==> config.mk <==
export PLATFORM = sky130hd
export DESIGN_NAME = pia_kbd
export DESIGN_NICKNAME = d
export VERILOG_FILES = /design/src/rtl/pia_kbd.sv
export SDC_FILE = /design/constraint.sdc
export NUM_CORES = 1
export LEC_CHECK = 0
export BUFFER_PORTS_ARGS = -buffer_cell sky130_fd_sc_hd__buf_2
export CAP_MARGIN = 20
export CORE_MARGIN = 3
export CORE_UTILIZATION = 53
export CTS_CLUSTER_SIZE = 20
export DETAILED_ROUTE_END_ITERATION = 10
export GPL_TIMING_DRIVEN = 0
export PLACE_DENSITY = 0.77
export SYNTH_ARGS = -nofsm -noshare
export SYNTH_HDL_FRONTEND = slang
export SYNTH_SLANG_ARGS = --single-unit
==> constraint.sdc <==
create_clock -name clk -period 3.8 [get_ports clk]
set_input_delay 0.76 -clock clk [delete_from_list [all_inputs] [get_ports clk]]
set_output_delay 0.76 -clock clk [all_outputs]
set_load 0.03 [all_outputs]
==> src/rtl/pia_kbd.sv <==
// pia_kbd: keyboard side of the Apple-1 PIA, rdy/ack key handshake into a type-ahead FIFO read via KBD/KBDCR
module pia_kbd #(
    parameter int          DEPTH      = 4,
    parameter bit          UPCASE     = 1'b1,
    parameter logic [15:0] KBD_ADDR   = 16'hD010,
    parameter logic [15:0] KBDCR_ADDR = 16'hD011
) (
    input  logic        clk,
    input  logic        reset,
    input  logic [15:0] Address_Bus,
    input  logic        WE,
    output logic [7:0]  Data_Out,
    input  logic        kbd_rdy,
    output logic        kbd_ack,
    input  logic [6:0]  kbd_data
);
    localparam int AW = $clog2(DEPTH);
    localparam int CW = AW + 1;

    typedef enum logic [1:0] {S_IDLE = 2'b01, S_ACK = 2'b10} state_t;

    state_t          state_q, state_d;
    logic            ack_q, ack_d;
    logic [AW-1:0]   wr_q, wr_d, rd_q, rd_d;
    logic [CW-1:0]   count_q, count_d;
    logic [6:0]      mem_q [DEPTH];
    logic [6:0]      mem_d [DEPTH];
    logic            empty, full, push, pop;
    logic [6:0]      key, head;

    always_comb begin
        empty   = count_q == '0;
        full    = count_q == CW'(DEPTH);
        // full/empty are pre-edge, so a pop cannot make room for a push on the same edge
        push    = state_q == S_IDLE && kbd_rdy && !full;
        pop     = Address_Bus == KBD_ADDR && !WE && !empty;
        key     = (UPCASE && kbd_data >= 7'h61 && kbd_data <= 7'h7A) ? kbd_data - 7'h20 : kbd_data;
        state_d = state_q == S_ACK ? (kbd_rdy ? S_ACK : S_IDLE) : (push ? S_ACK : S_IDLE);
        ack_d   = state_d == S_ACK;
        wr_d    = push ? wr_q + 1'b1 : wr_q;
        rd_d    = pop ? rd_q + 1'b1 : rd_q;
        count_d = count_q + CW'(push) - CW'(pop);
        mem_d   = mem_q;
        if (push) mem_d[wr_q] = key;
        head     = empty ? 7'h00 : mem_q[rd_q];
        Data_Out = Address_Bus == KBD_ADDR ? {~empty, head} :
                   Address_Bus == KBDCR_ADDR ? {~empty, 7'b0} : 8'h00;
    end

    assign kbd_ack = ack_q;

    always_ff @(posedge clk) begin
        if (!reset) begin
            state_q <= S_IDLE;
            ack_q   <= 1'b0;
            wr_q    <= '0;
            rd_q    <= '0;
            count_q <= '0;
        end else begin
            state_q <= state_d;
            ack_q   <= ack_d;
            wr_q    <= wr_d;
            rd_q    <= rd_d;
            count_q <= count_d;
        end
    end

    always_ff @(posedge clk) mem_q <= mem_d;
endmodule
==> out/qor_table.md <==
| Group | Item | Reported |
|---|---|---|
| sta | Post-layout minimum cycle time | 3.189 ns |
| clocking | Postcts setup bufs | 0 |
| logic synthesis | Number of distinct library cells after synthesis | 33 |
| power and ir drop | Maximum VDD drop | 0.0002398 V |
| floorplan | Floorplan die width | 62.77 um |
| sta | Worst-case clock skew | 0.009258 ns |
| final layout | Fraction of final layout cells sized beyond drive strength 1 | 0.3110 |
| logic synthesis | Area share of and/or/nand/nor cells after synthesis | 0.1487 |
| logic synthesis | Area share of fa/ha/maj cells after synthesis | 0.06300 |
| critical path | Type of origin of the critical path | input port |
| logic synthesis | Commonest register cell after synthesis | edfxtp_1 |
| grt | Gr usage total | 0.1737 |
| floorplan | Area enclosed by the die boundary | 3939 um2 |
| routing | Initial DRC count | 30 |
| critical path | Worst r2r src | count_q[1]$_SDFF_PN0_ |
| critical path | Setup CP Type | in -> out |
| grt | Pin count of the biggest net entering global routing | 12 |
| sta | Slew at the pin closest to its max-slew limit | 0.9192 ns |
| logic synthesis | Fraction of the mapped netlist area in compound gates | 0.04029 |
| logic synthesis | Count of synthesis-stage warnings from yosys | 0 |
| sta | Setup TNS | 0 ns |
| place | Placed wire-length estimate after detailed placement | 2.257 mm |
| critical path | Arrival @ worst endpoint | 2.43 ns |
| critical path | Worst flop-to-flop path endpoint | count_q[2]$_SDFF_PN0_ |
| logic synthesis | Number of enable flip-flop cells after synthesis | 28 |
| critical path | Worst Setup EP | Data_Out[5] |
| clocking | Clock-pin transition on the worst setup and hold timing paths | 0.10 ns |
| logic synthesis | Leading cell type by number of instances after synthesis | edfxtp_1 |
| logic synthesis | Top area cells in the synthesized netlist | edfxtp_1 (49%), dfxtp_1 (11%), mux4_2 (9.2%) |
| worst hold path | Type of the most critical hold path | reg -> reg |
| floorplan | Top-Level Pins | 36 |
| place | Global placer's final weighted congestion | 0.7087 |
| routing | Routed WL per cell | 14.51 um |
| sta | Highest attainable clock frequency | 0.3136 GHz |
| routing | Vias | 1096 |
| critical path | Depth of the most critical reg-to-reg path | 12 |
| final layout | Final standard cell area without fillers | 1987 um2 |
| sta | Final count of pins violating max slew | 0 |
| logic synthesis | Main combinational cell family by area after synthesis | simple AND/OR/NAND/NOR gates |
| sta | RSZ-0062 raised after global routing | false |
| clocking | Hold_buf cts | 0 |
| floorplan | Core area | 2900 um2 |
| final layout | Area grow syn2layout | 16.34% |
| grt | Congestion Overflow GR | 0 |
| logic synthesis | Most numerous cell types in the synthesized netlist | edfxtp_1 (28), dfxtp_1 (9), and2_1 (8), inv_1 (8) |
| status | Result of the run | completed |
| clocking | Total CTS buffers | 5 |
| clocking | Worst skew pair latency | 0.34 ns |
| sta | Share of the cycle needed by the critical path after routing | 0.8392 |
| clocking | TritonCTS sink count | 37 |
| critical path | Critical path data required time | 3.04 ns |
| routing | DRT Pass-1 Iters | 4 |
| logic synthesis | Summed instance area of the synthesized netlist | 1708 um2 |
| routing | Post-detailed-route count of antenna-violating nets | 0 |
| sta | Final number of setup-violating endpoints | 0 |
| grt | Number of global-route vias before repair | 1116 |
| job | Max-cap violations | 0 |
| logic synthesis | Largest area contributor in the netlist | edfxtp_1 |
| logic synthesis | Syn_area_per_cell | 14.11 um2 |
| floorplan | Die height | 62.77 um |
| place | Placed inst area | 1936 um2 |
| grt | Antenna violations before repair | 0 |
| sta | Worst slew slack as a fraction of its limit | 0.3835 |
| floorplan | Standard-cell rows | 19 |
| grt | First-pass GRT wire length | 5.216 mm |
| clocking | CTS H-tree depth | 2 |
| logic synthesis | Post-Synth XOR/XNOR Area | 0.01538 |
| logic synthesis | Post-synth top area share | 0.4923 |
| critical path | Worst setup EP type | output pin |
| routing | Post-DR vias/cell | 5.320 |
| clocking | Buffer type at the clock tree root | clkbuf_4 |
| routing | Total length of routed wires | 2.989 mm |
| logic synthesis | Post-synthesis async set-or-reset flop share | 0 |
| sta | Final hold violation count | 0 |
| critical path | Startpoint of the most critical setup path | Address_Bus[11] |
| logic synthesis | Synthesized netlist net count | 156 |
| critical path | R2R Setup Slk | 0.81 ns |
| logic synthesis | Number of synthesized register bits | 37 |
| clocking | Clock tree from TritonCTS | done |
| logic synthesis | Part of the Yosys area used for sequential elements | 0.5978 |
| power and ir drop | Pwr/cell area | 408.7 nW/um2 |
| final layout | Final layout net count | 198 |
| final layout | ANT cells | 0 |
| floorplan | Initial Util | 0.5889 |
| logic synthesis | Post-synthesis cell count | 121 |
| routing | Final routed DRC violation total | 0 |
| power and ir drop | Lkg Pwr | 0.7421 nW |
| final layout | Core occupancy in the finished layout | 0.6851 |
| clocking | Number of cells upsized or downsized after cts | 0 |
| clocking | Largest buffer count on any clock path | 2 |
| place | Port Buffer Count | 35 |
| critical path | Critical path peak fanout | 8 |
| logic synthesis | Multiplexer share of the synthesized area | 0.1099 |
[per-layer routing]
metal  routed length [um]  share of wire  track usage  vias to the layer above
met5                    0              0            0                        -
met4                   43          0.014      0.06612                        0
met3                  177          0.059      0.05576                        6
met2                 1443           0.48       0.2756                       27
met1                 1324           0.44       0.2226                      523
li1                     -              -            -                      540
[final cells by class]
type	count	area, um2
Clock buffer	6	41.29
Sequential cell	37	1021
Buffer	3	12.51
Inverter	8	30.03
Clock inverter	2	10.01
Timing Repair Buffer	35	175.2
Tap cell	42	52.55
Fill cell	242	913.4
Multi-Input combinational cell	73	644.4
[critical path: stages]
cell	delay (ns)
buf_2	0.10
or4_1	0.54
or4_1	0.50
buf_2	0.19
nor2b_1	0.12
buf_2	0.21
[cells by family (layout without fill, tap and decap cells)]
logic type | after synthesis | count (layout)
muxes | 10 | 10
AOI/OAI and AO/OA | 10 | 10
adders and majority gates | 8 | 8
and+or+nand+nor | 42 | 42
xor gates and xnor gates | 3 | 3
DFF | 37 | 37
buffers and inverters | 11 | 54
[layout by cell type, fill, tap and decap left out]
| cell type | instances |
|---|---|
| buf_2 | 36 |
| edfxtp_1 | 28 |
| dfxtp_1 | 9 |
| inv_1 | 8 |
| and2_1 | 8 |
| mux4_2 | 7 |
| nor2b_1 | 7 |
| ha_1 | 7 |
| nand2_1 | 5 |
| clkbuf_4 | 5 |
| nor4_1 | 4 |
| nand2b_1 | 4 |
| or4_1 | 3 |
| nor2_1 | 3 |
| a21oi_1 | 3 |
| mux2i_1 | 3 |
| nor3_1 | 2 |
| clkbuf_1 | 2 |
| o21a_1 | 2 |
| xnor2_1 | 2 |
| clkinv_2 | 2 |
| nor4b_1 | 1 |
| nand4b_1 | 1 |
| a211oi_1 | 1 |
| buf_1 | 1 |
| nor4bb_1 | 1 |
| o211ai_1 | 1 |
| a32o_1 | 1 |
| a21o_1 | 1 |
| a31oi_1 | 1 |
| nor2b_2 | 1 |
| nand3_1 | 1 |
| or3_1 | 1 |
| xor2_1 | 1 |
| fa_1 | 1 |
[metrics by stage]
step | power (mW) | hold WS (ns) | setup WS (ns) | instances
after floorplan | 0.5837 | 0.5268 | 0.5572 | 121
after CTS | 0.8178 | 0.5660 | 0.5817 | 206
after detailed placement | 0.6283 | 0.5427 | 0.2848 | 198
after global placement | 0.6199 | 0.5400 | 0.3390 | 198
after global routing | 0.8603 | 0.6243 | 0.5093 | 206
final | 0.8120 | 0.5654 | 0.6112 | 206
[how the worst min path moves through the flow]
| stage | depth (start not counted) | startpoint | slack, ns | to |
|---|---|---|---|---|
| CTS | 2 | state_q[0]$_SDFF_PN1_ | 0.57 | state_q[1]$_SDFF_PN0_ |
| detailed placement | 2 | state_q[0]$_SDFF_PN1_ | 0.54 | state_q[1]$_SDFF_PN0_ |
| global route | 2 | state_q[0]$_SDFF_PN1_ | 0.62 | state_q[1]$_SDFF_PN0_ |
| global placement | 2 | state_q[0]$_SDFF_PN1_ | 0.54 | state_q[1]$_SDFF_PN0_ |
| floorplan | 2 | state_q[0]$_SDFF_PN1_ | 0.53 | state_q[1]$_SDFF_PN0_ |
| finish | 2 | state_q[0]$_SDFF_PN1_ | 0.57 | state_q[1]$_SDFF_PN0_ |
[sequential cells by signal, summed over array words and instances (netlist names)]
register,count
count_q,3
mem_q,28
rd_q,2
state_q,2
wr_q,2
[power by group]
part	switching, mW	internal (mW)
sequential	0.0169	0.477
clock	0.123	0.0704
combinational	0.0648	0.0592
total	0.205	0.607
No activity file was read; power rests on OpenSTA's default activity.
